**src/rtl/rr_delay_sched_if.sv**
```systemverilog
// Requester-side bundle for rr_delay_sched: run control, requests, grants,
// completions and status.
interface rr_delay_sched_if #(
  parameter int N = 4
);
  localparam int OW = $clog2(N + 1);

  logic          en;
  logic [N-1:0]  req;
  logic [N-1:0]  gnt;
  logic          gnt_vld;
  logic [N-1:0]  done;
  logic [OW-1:0] outstanding;
  logic          busy;
  logic          drained;

  modport master (
    output en, req,
    input  gnt, gnt_vld, done, outstanding, busy, drained
  );

  modport slave (
    input  en, req,
    output gnt, gnt_vld, done, outstanding, busy, drained
  );
endinterface

```
**src/rtl/rr_delay_sched.sv**
```systemverilog
// Round-robin scheduler for a shared fixed-latency resource: one-hot grants,
// per-requester done pulses exactly DELAY cycles later, run/drain control.
module rr_delay_sched #(
  parameter int N     = 4,
  parameter int DELAY = 3
) (
  input logic           clk,
  input logic           rst,
  rr_delay_sched_if.slave bus
);
  localparam int PW = (N > 1) ? $clog2(N) : 1;
  localparam int OW = $clog2(N + 1);

  typedef enum logic [1:0] {IDLE, RUN, DRAIN} state_t;

  state_t        r_state, w_state_nxt;
  logic [PW-1:0] r_ptr, w_ptr_nxt;
  logic [N-1:0]  r_gnt, w_gnt_nxt;
  logic          r_gnt_vld;
  logic [N-1:0]  r_pipe [DELAY];
  logic [OW-1:0] r_out, w_out_nxt;
  logic          r_busy, r_drained;
  logic [N-1:0]  w_blk, w_elig, w_pend, w_done_nxt;
  logic          w_found, w_drain_done;
  logic [31:0]   w_idx;

  // Pipe stage DELAY-2 becomes the done output at the next edge.
  if (DELAY > 1) begin : g_done_pipe
    assign w_done_nxt = r_pipe[DELAY-2];
  end else begin : g_done_direct
    assign w_done_nxt = r_gnt;
  end

  always_comb begin
    // Block covers grants of the current cycle and the previous DELAY-2 cycles.
    w_blk = '0;
    if (DELAY > 1) w_blk = r_gnt;
    for (int unsigned k = 0; k + 2 < unsigned'(DELAY); k++) w_blk |= r_pipe[k];

    w_pend = r_gnt;
    for (int unsigned k = 0; k + 1 < unsigned'(DELAY); k++) w_pend |= r_pipe[k];

    w_elig    = bus.req & ~w_blk;
    w_gnt_nxt = '0;
    w_ptr_nxt = r_ptr;
    w_found   = 1'b0;
    w_idx     = '0;
    if (r_state == RUN) begin
      for (int unsigned off = 0; off < unsigned'(N); off++) begin
        w_idx = (32'(r_ptr) + off) % unsigned'(N);
        if (!w_found && w_elig[PW'(w_idx)]) begin
          w_found               = 1'b1;
          w_gnt_nxt[PW'(w_idx)] = 1'b1;
          w_ptr_nxt             = PW'((w_idx + 1) % unsigned'(N));
        end
      end
    end

    case ({|w_gnt_nxt, |w_done_nxt})
      2'b10:   w_out_nxt = r_out + OW'(1);
      2'b01:   w_out_nxt = r_out - OW'(1);
      default: w_out_nxt = r_out;
    endcase

    w_state_nxt  = r_state;
    w_drain_done = 1'b0;
    case (r_state)
      IDLE:  if (bus.en) w_state_nxt = RUN;
      RUN:   if (!bus.en) w_state_nxt = DRAIN;
      DRAIN: begin
        if (bus.en) begin
          w_state_nxt = RUN;
        end else if (r_out == '0 && w_pend == '0) begin
          w_state_nxt  = IDLE;
          w_drain_done = 1'b1;
        end
      end
      default: w_state_nxt = IDLE;
    endcase
  end

  always_ff @(posedge clk or posedge rst) begin
    if (rst) begin
      r_state   <= IDLE;
      r_ptr     <= '0;
      r_gnt     <= '0;
      r_gnt_vld <= 1'b0;
      r_out     <= '0;
      r_busy    <= 1'b0;
      r_drained <= 1'b0;
      for (int unsigned k = 0; k < unsigned'(DELAY); k++) r_pipe[k] <= '0;
    end else begin
      r_state   <= w_state_nxt;
      r_ptr     <= w_ptr_nxt;
      r_gnt     <= w_gnt_nxt;
      r_gnt_vld <= |w_gnt_nxt;
      r_out     <= w_out_nxt;
      r_busy    <= (w_state_nxt != IDLE);
      r_drained <= w_drain_done;
      r_pipe[0] <= r_gnt;
      for (int unsigned k = 1; k < unsigned'(DELAY); k++) r_pipe[k] <= r_pipe[k-1];
    end
  end

  assign bus.gnt         = r_gnt;
  assign bus.gnt_vld     = r_gnt_vld;
  assign bus.done        = r_pipe[DELAY-1];
  assign bus.outstanding = r_out;
  assign bus.busy        = r_busy;
  assign bus.drained     = r_drained;
endmodule

```
**src/flat_wrapper.sv**
```systemverilog
// flat-port wrapper written by rule: the top's interface ports become plain ports
module rr_delay_sched_flat 
#(
  parameter int N     = 4,
  parameter int DELAY = 3
)
  (clk, rst, bus_en, bus_req, bus_gnt, bus_gnt_vld, bus_done, bus_outstanding, bus_busy, bus_drained);
  rr_delay_sched_if #(.N(N)) bus_i ();
  input logic clk;
  input logic rst;
  input wire logic [$bits(bus_i.en)-1:0] bus_en;
  input wire logic [$bits(bus_i.req)-1:0] bus_req;
  output wire logic [$bits(bus_i.gnt)-1:0] bus_gnt;
  output wire logic [$bits(bus_i.gnt_vld)-1:0] bus_gnt_vld;
  output wire logic [$bits(bus_i.done)-1:0] bus_done;
  output wire logic [$bits(bus_i.outstanding)-1:0] bus_outstanding;
  output wire logic [$bits(bus_i.busy)-1:0] bus_busy;
  output wire logic [$bits(bus_i.drained)-1:0] bus_drained;
  assign bus_i.en = bus_en;
  assign bus_i.req = bus_req;
  assign bus_gnt = bus_i.gnt;
  assign bus_gnt_vld = bus_i.gnt_vld;
  assign bus_done = bus_i.done;
  assign bus_outstanding = bus_i.outstanding;
  assign bus_busy = bus_i.busy;
  assign bus_drained = bus_i.drained;
  rr_delay_sched #(.N(N), .DELAY(DELAY)) u_core (.clk(clk), .rst(rst), .bus(bus_i));
endmodule
```
**config.mk**
```make
export PLATFORM = sky130hd
export DESIGN_NAME = rr_delay_sched_flat
export DESIGN_NICKNAME = d
export VERILOG_FILES = /design/src/rtl/rr_delay_sched_if.sv /design/src/rtl/rr_delay_sched.sv /design/src/flat_wrapper.sv
export SDC_FILE = /design/constraint.sdc
export NUM_CORES = 1
export LEC_CHECK = 0
export CAP_MARGIN = 10
export CORE_ASPECT_RATIO = 2
export CORE_MARGIN = 8
export CORE_UTILIZATION = 40
export CTS_CLUSTER_SIZE = 40
export DETAILED_ROUTE_END_ITERATION = 12
export DONT_BUFFER_PORTS = 1
export RECOVER_POWER = 50
export SYNTH_ARGS = -nofsm -noshare
export SYNTH_HDL_FRONTEND = slang
export SYNTH_SLANG_ARGS = --single-unit
export TNS_END_PERCENT = 5
```
**constraint.sdc**
```tcl
create_clock -name clk -period 4.2 [get_ports clk]
set_clock_uncertainty 0.05 [all_clocks]
set_input_delay 0.63 -clock clk [delete_from_list [all_inputs] [get_ports clk]]
set_output_delay 0.63 -clock clk [all_outputs]
set_load 0.005 [all_outputs]
```
==> parameters.txt, run 1 <==
Parameter                              Value

Yosys
  Netlist Area Pre-Place    1420 µm²
  Gate count of the mapped netlist    127
  Yosys warns    0
  Count of different cell masters after synthesis    42
  Post-synth EDFFs    0
  Post-Synthesis Mean Instance Area    11.2 µm²
  Dominant synthesized flop cell    sky130_fd_sc_hd__dfrtp_1
  Total of flip-flops plus latches after synthesis    26
  Top area cells in the synthesized netlist    sky130_fd_sc_hd__dfrtp_1 (46%), sky130_fd_sc_hd__ha_1 (7.1%), sky130_fd_sc_hd__mux4_2 (3.2%)
  Share of the yosys chip area belonging to registers    0.459
  Cell taking the most area after synthesis    sky130_fd_sc_hd__dfrtp_1
  Syn_nets    143
  Area share of the largest cell type after synthesis    0.459
  Share of synthesized registers carrying an async set or reset    1.00

Floorplanning
  Die width    58.1 µm
  Area enclosed by the die boundary    5820 µm²
  Initial standard-cell utilization of the core    0.419
  I/O pin total    21
  Vertical extent of the die    100 µm
  Number of placement rows    30
  Std-Cell Core Area    3380 µm²

Placed design
  PortBufs    0
  Cell Count Post-Placement    154
  Post-detailed-placement half-perimeter wirelength    2550 µm
  Pre-CTS WS    0.241 ns
  Routability congestion estimate from global placement    0.871

Worst setup path
  Type of element launching the critical path    register
  Worst-path cell chain    inv_1, ha_1, or4b_1, nand3_1, nor3_1, o211a_1, a21oi_1, and4_1, ha_1, inv_1, fa_1, xor2_1, nor2_1, xor2_1
  Crit path capture type    register
  Peak fanout along the critical path    8
  Peak per-stage delay on the critical path    0.60 ns
  Required time of the critical path    4.35 ns
  Critical path class    reg -> reg
  Critical-path cell with the highest stage delay    sky130_fd_sc_hd__or4b_1
  CP delay by family, top    simple AND/OR/NAND/NOR gates
  Critical path buffer and inverter count    2
  Crit path DAT    4.02 ns

STA
  Minimum clock period    3.87 ns
  Relative slew slack    0.365
  Upper clock frequency limit    258 MHz
  Post-route fraction of the period consumed by the critical path    0.921
  Actual slew at the worst max-slew pin    0.952 ns
  Count of final hold-check violations    0
  Post-layout worst setup margin    0.331 ns
  Final count of negative-setup-slack endpoints    0
  Final sum of negative setup slack    0 ns
  Final slew viol count    0
  Unrepaired setup endpoints after global routing    false

Clocking
  CTS Root Buffer Type    sky130_fd_sc_hd__clkbuf_8
  Number of buffers inserted for hold repair after clock tree synthesis    0
  Post-CTS setup buffer count    0
  Number of levels in the clock H-tree    1
  CTS tree    done
  Number of gates given a new drive strength after cts    0
  Clock latency of the later-clocked register in the worst-skew pair    0.27 ns
  Number of CTS-inserted buffers    3
  Bufs on Longest Clock Path    2
  Clock Pin Slew Worst Setup and Hold Paths    0.09 ns
  Clk sink count    26

Finish
  Fraction of final layout cells with drive strength greater than 1    0.127
  Number of standard cells in the layout, taps in and fillers out    158
  P&R area growth vs syn    5.65%
  Total number of nets in the final design    143
  Antenna Cells    0
  Layout filler cell count    323

Drt
  Total number of vias    1024
  Drc violations    0
  Count of routing violations after the opening detailed-route iteration    31
  Vias per std cell    6.48
  Number of iterations in the first detailed-routing pass    4
  DRT Wirelength    3180 µm
  Count of nets left with antenna violations after detail routing    0
  Wire length per cell after detailed routing    20.1 µm

Pwr
  Power per cell area    884 nW/µm²
  Leakage power    0.696 nW
  Worst voltage drop across the vdd grid    0.331 mV

GRT
  Number of antenna violations at the first check in global routing    0
  Met2 routing resource usage after global routing    0.215
  Fraction of met3 tracks used by global routing    0.0167
  Via count of the first global-routing pass    1029
  Most used routing layer in global routing    met2
  Wire length of the first global-routing pass    5140 µm
  Pin count of the biggest net entering global routing    27
  Overflow left after global routing    0
  Met1 track demand over resource    0.106
  Overall track demand over capacity in global routing    0.117

Min path
  Path class of the lowest-slack min-delay path    reg -> reg

Outcome
  Run status    finished, final reports clean

Flow run
  Max-cap violations    0
-- flip-flops by register name (all words and copies together), names as in the netlist --
signal,flops
u_core.bus.done,4
u_core.bus.gnt,4
u_core.r_pipe,4
u_core.w_done_nxt,4
u_core.bus.outstanding,3
u_core.r_ptr,2
u_core.r_state,2
u_core.bus.busy,1
u_core.bus.drained,1
u_core.bus.gnt_vld,1
-- cell usage after synthesis, drive strengths merged, types with 2 or more instances --
master	n
o211ai	4
nand2	2
nor4	4
inv	11
or3b	4
nor3b	4
a31oi	4
o21ai	7
a21oi	6
nand3	6
ha	8
mux4	3
a211oi	2
xnor2	2
nor4b	2
buf	7
or4	2
or2	2
nor2	3
dfrtp	26
xor2	2
-- metrics by stage --
stage / area (µm²) / hold slack (ns) / util / power (mW)
after global placement: 1420 / 0.304 / 0.420 / 1.09
final: 1500 / 0.326 / 0.443 / 1.32
after detailed placement: 1420 / 0.305 / 0.420 / 1.11
after CTS: 1490 / 0.327 / 0.441 / 1.33
after global routing: 1500 / 0.355 / 0.443 / 1.43
after floorplan: 1420 / 0.296 / - / 0.967
-- layout make-up --
class | count | area (µm²) | share of cell area
multi-input cells | 83 | 677 | 0.452
flip-flops and latches | 26 | 652 | 0.436
clock buffers | 3 | 41.3 | 0.0276
inverters | 11 | 41.3 | 0.0276
well taps | 32 | 40.0 | 0.0268
clock inverters | 1 | 30.0 | 0.0201
repair buffers | 2 | 15.0 | 0.0100
-- power breakdown --
group          switching [mW]  internal, mW  total (mW)
sequential             0.0740         0.338       0.412
combinational           0.407         0.298       0.705
clock                  0.0780         0.128       0.206
total                   0.559         0.764        1.32
-- cell usage in the layout (no fill, tap or decap), types with 2 or more instances in the layout --
cell type                  netlist  routed
sky130_fd_sc_hd__nand2_1         2       2
sky130_fd_sc_hd__dfrtp_1        26      25
sky130_fd_sc_hd__mux4_2          2       2
sky130_fd_sc_hd__or4_1           2       2
sky130_fd_sc_hd__xnor2_1         2       2
sky130_fd_sc_hd__a21oi_1         6       5
sky130_fd_sc_hd__nor4_1          4       4
sky130_fd_sc_hd__ha_1            8       8
sky130_fd_sc_hd__nor2_1          3       3
sky130_fd_sc_hd__or3b_2          2       2
sky130_fd_sc_hd__clkbuf_8        0       3
sky130_fd_sc_hd__o21ai_1         3       3
sky130_fd_sc_hd__xor2_1          2       2
sky130_fd_sc_hd__or3b_1          2       2
sky130_fd_sc_hd__a211oi_1        2       2
sky130_fd_sc_hd__o211ai_1        4       4
sky130_fd_sc_hd__nor3b_1         4       4
sky130_fd_sc_hd__nor4b_1         2       2
sky130_fd_sc_hd__a31oi_1         4       4
sky130_fd_sc_hd__or2_2           2       2
sky130_fd_sc_hd__o21ai_0         4       4
sky130_fd_sc_hd__inv_1          11      11
sky130_fd_sc_hd__nand3_1         6       6
sky130_fd_sc_hd__buf_4           4       2
-- metal layers --
metal | wire length, µm | up-vias | part of all wire
li1 | - | 467 | -
met1 | 1080 | 500 | 0.34
met2 | 1780 | 43 | 0.56
met3 | 169 | 14 | 0.053
met4 | 155 | 0 | 0.049
met5 | 0 | - | 0
-- cells by family (layout without fill, tap and decap cells) --
family / Yosys count / count (layout) / share of synthesized area
AND/OR/NAND/NOR: 38 / 38 / 0.181
adder cells (fa/ha/maj): 9 / 9 / 0.0848
multiplexers: 4 / 4 / 0.0574
flip-flops: 26 / 26 / 0.459
XOR/XNOR: 4 / 4 / 0.0247
buffers and inverters: 18 / 17 / 0.0654
AO/OA/AOI/OAI: 28 / 28 / 0.127
-- final timing paths --
check | from | to | cells after the start | slack (ns)
max in group asynchronous | rst | u_core.r_ptr[1]$_DFFE_PP0P_ | 1 | 3.06
hold reg to reg | u_core.w_done_nxt[2]$_DFF_PP0_ | u_core.bus.done[2]$_DFF_PP0_ | 0 | 0.33
hold / removal | u_core.w_done_nxt[2]$_DFF_PP0_ | u_core.bus.done[2]$_DFF_PP0_ | 0 | 0.33
min in group asynchronous | rst | u_core.r_state[0]$_DFF_PP0_ | 1 | 0.40
setup / recovery | u_core.r_ptr[1]$_DFFE_PP0P_ | u_core.bus.outstanding[2]$_DFFE_PP0P_ | 14 | 0.33
setup reg to reg | u_core.r_ptr[1]$_DFFE_PP0P_ | u_core.bus.outstanding[2]$_DFFE_PP0P_ | 14 | 0.33
Power figures use the tool's default switching activity.
==> inputs of run 2 (changes only) <==
CORE_ASPECT_RATIO = unset   (was 2)
GPL_TIMING_DRIVEN = 0   (was unset)
==> run 2 against run 1 <==
Effect of this change: power decreased by 0.38%; fmax decreased by 0.18%; global-route usage decreased by 0.45 points; highest routed layer unchanged.
==> parameters.txt, run 2 (synthesis gave the netlist of run 1 again) <==
Parameter                              Value

Pwr
  Share of total power in combinational logic    0.554
  Register share of total power    0.318
  Power per cell area    850 nW/µm²
  Overall power of the completed layout    1.32 mW
  Worst voltage drop across the vdd grid    0.328 mV
  Switching power as a share of total power    0.425
  Clock share of power    0.128
  Leakage power    0.715 nW
  Power Internal    0.757 mW
  NetSw    0.561 mW

Outcome
  Run status    finished, final reports clean

Floorplanning
  Number of placement rows    21
  Std-Cell Core Area    3360 µm²
  Area enclosed by the die boundary    5700 µm²
  Initial standard-cell utilization of the core    0.421
  Die width    75.5 µm
  Vertical extent of the die    75.5 µm
  I/O pin total    21

Finish
  Total number of nets in the final design    148
  Commonest cells after routing, fill and taps aside    sky130_fd_sc_hd__dfrtp_1 (25), sky130_fd_sc_hd__inv_1 (10), sky130_fd_sc_hd__ha_1 (7)
  Number of standard cells in the layout, taps in and fillers out    177
  P&R area growth vs syn    9.45%
  Layout filler cell count    329
  Antenna Cells    0
  Fraction of final layout cells with drive strength greater than 1    0.206
  Most frequent standard cell in the layout excluding fill and tap cells    sky130_fd_sc_hd__dfrtp_1

STA
  Final sum of negative setup slack    0 ns
  Final slew viol count    0
  Post-route fraction of the period consumed by the critical path    0.923
  Final count of negative-setup-slack endpoints    0
  Upper clock frequency limit    258 MHz
  Unrepaired setup endpoints after global routing    false
  Actual slew at the worst max-slew pin    0.908 ns
  Post-layout worst setup margin    0.324 ns
  Worst hold slack    0.313 ns
  Relative slew slack    0.394
  Minimum clock period    3.88 ns
  Count of final hold-check violations    0

Worst setup path
  Peak fanout along the critical path    8
  Required time of the critical path    4.41 ns
  Critical path class    reg -> reg
  Crit path capture type    register
  Crit path DAT    4.08 ns
  Type of element launching the critical path    register

Placed design
  Routability congestion estimate from global placement    0.883
  Pre-CTS WS    0.131 ns
  Post-detailed-placement half-perimeter wirelength    2320 µm
  Cell Count Post-Placement    173
  PortBufs    0

Clocking
  Clock Pin Slew Worst Setup and Hold Paths    0.13 ns
  Number of CTS-inserted buffers    3
  Bufs on Longest Clock Path    2
  CTS tree    done
  Number of levels in the clock H-tree    1
  Clock latency of the later-clocked register in the worst-skew pair    0.32 ns
  Post-CTS setup buffer count    0
  CTS Root Buffer Type    sky130_fd_sc_hd__clkbuf_4
  Clk sink count    26

Drt
  Count of routing violations after the opening detailed-route iteration    56
  Number of iterations in the first detailed-routing pass    4
  Drc violations    0
  DRT Wirelength    2990 µm
  Count of nets left with antenna violations after detail routing    0
  Wire length per cell after detailed routing    16.9 µm
  Total number of vias    1012
  Vias per std cell    5.72

GRT
  Overall track demand over capacity in global routing    0.112
  Wire length of the first global-routing pass    4890 µm
  Via count of the first global-routing pass    1055
  Pin count of the biggest net entering global routing    27
  Overflow left after global routing    0
  Number of antenna violations at the first check in global routing    0

Min path
  Path class of the lowest-slack min-delay path    in -> reg

Flow run
  Max-cap violations    0
run 2: cell types whose count changed in the layout (fill, tap and decap cells not counted), sizes merged:
cell / before / now
buf: 2 / 7
run 2: final timing paths:
check | startpoint | endpoint | slack, ns | cells past startpoint
hold / removal | bus_en | u_core.r_state[1]$_DFF_PP0_ | 0.31 | 1
max in group asynchronous | rst | u_core.r_ptr[0]$_DFFE_PP0P_ | 3.16 | 1
setup / recovery | u_core.r_ptr[0]$_DFFE_PP0P_ | u_core.bus.outstanding[2]$_DFFE_PP0P_ | 0.32 | 16
hold reg to reg | u_core.w_done_nxt[1]$_DFF_PP0_ | u_core.bus.done[1]$_DFF_PP0_ | 0.33 | 0
min in group asynchronous | rst | u_core.bus.busy$_DFF_PP0_ | 0.33 | 1
setup reg to reg | u_core.r_ptr[0]$_DFFE_PP0P_ | u_core.bus.outstanding[2]$_DFFE_PP0P_ | 0.32 | 16
run 2: area by class of cell:
class	instances	area, µm²	area share
Buffer	7	51.3	0.0331
Clock buffer	3	22.5	0.0145
Clock inverter	1	30.0	0.0194
Inverter	11	41.3	0.0266
Multi-Input combinational cell	83	696	0.449
Sequential cell	26	652	0.420
Tap cell	46	57.6	0.0371
run 2: critical path, cell delays in order (launching register included):
cell	delay [ns]
sky130_fd_sc_hd__dfrtp_2	0.48
sky130_fd_sc_hd__buf_2	0.19
sky130_fd_sc_hd__inv_2	0.13
sky130_fd_sc_hd__ha_2	0.33
sky130_fd_sc_hd__or4b_1	0.58
sky130_fd_sc_hd__and3_4	0.20
sky130_fd_sc_hd__buf_6	0.12
sky130_fd_sc_hd__o211ai_1	0.17
sky130_fd_sc_hd__a31oi_1	0.13
sky130_fd_sc_hd__a21oi_2	0.17
sky130_fd_sc_hd__and4_1	0.22
sky130_fd_sc_hd__ha_1	0.19
sky130_fd_sc_hd__inv_1	0.06
sky130_fd_sc_hd__fa_1	0.37
sky130_fd_sc_hd__xor2_1	0.15
sky130_fd_sc_hd__nor2_1	0.11
sky130_fd_sc_hd__xor2_1	0.15
run 2: timing repair:
action | CTS | global route
resized for setup | 0 | 8
endpoints found under the setup margin | 0 | 1
hold endpoints to repair | 0 | 0
hold buffers | 0 | 0
run 2: routing by layer:
| metal | track usage | share of wire |
|---|---|---|
| met1 | 0.132 | 0.43 |
| met4 | 0.0533 | 0.021 |
| met3 | 0.0158 | 0.052 |
| met5 | 0 | 0 |
| met2 | 0.196 | 0.50 |
run 2: power groups by stage:
stage                     Clock (mW)  Combinational, mW  Sequential [mW]
after floorplan                    0              0.571            0.395
after global placement             0              0.681            0.421
after detailed placement           0              0.704            0.425
after CTS                      0.169              0.708            0.420
after global routing           0.185              0.821            0.432
final                          0.168              0.730            0.419
run 2: through the flow:
step	area [µm²]	utilization
after floorplan	1420	-
after global placement	1470	0.438
after detailed placement	1470	0.438
after CTS	1530	0.454
after global routing	1550	0.461
final	1550	0.461
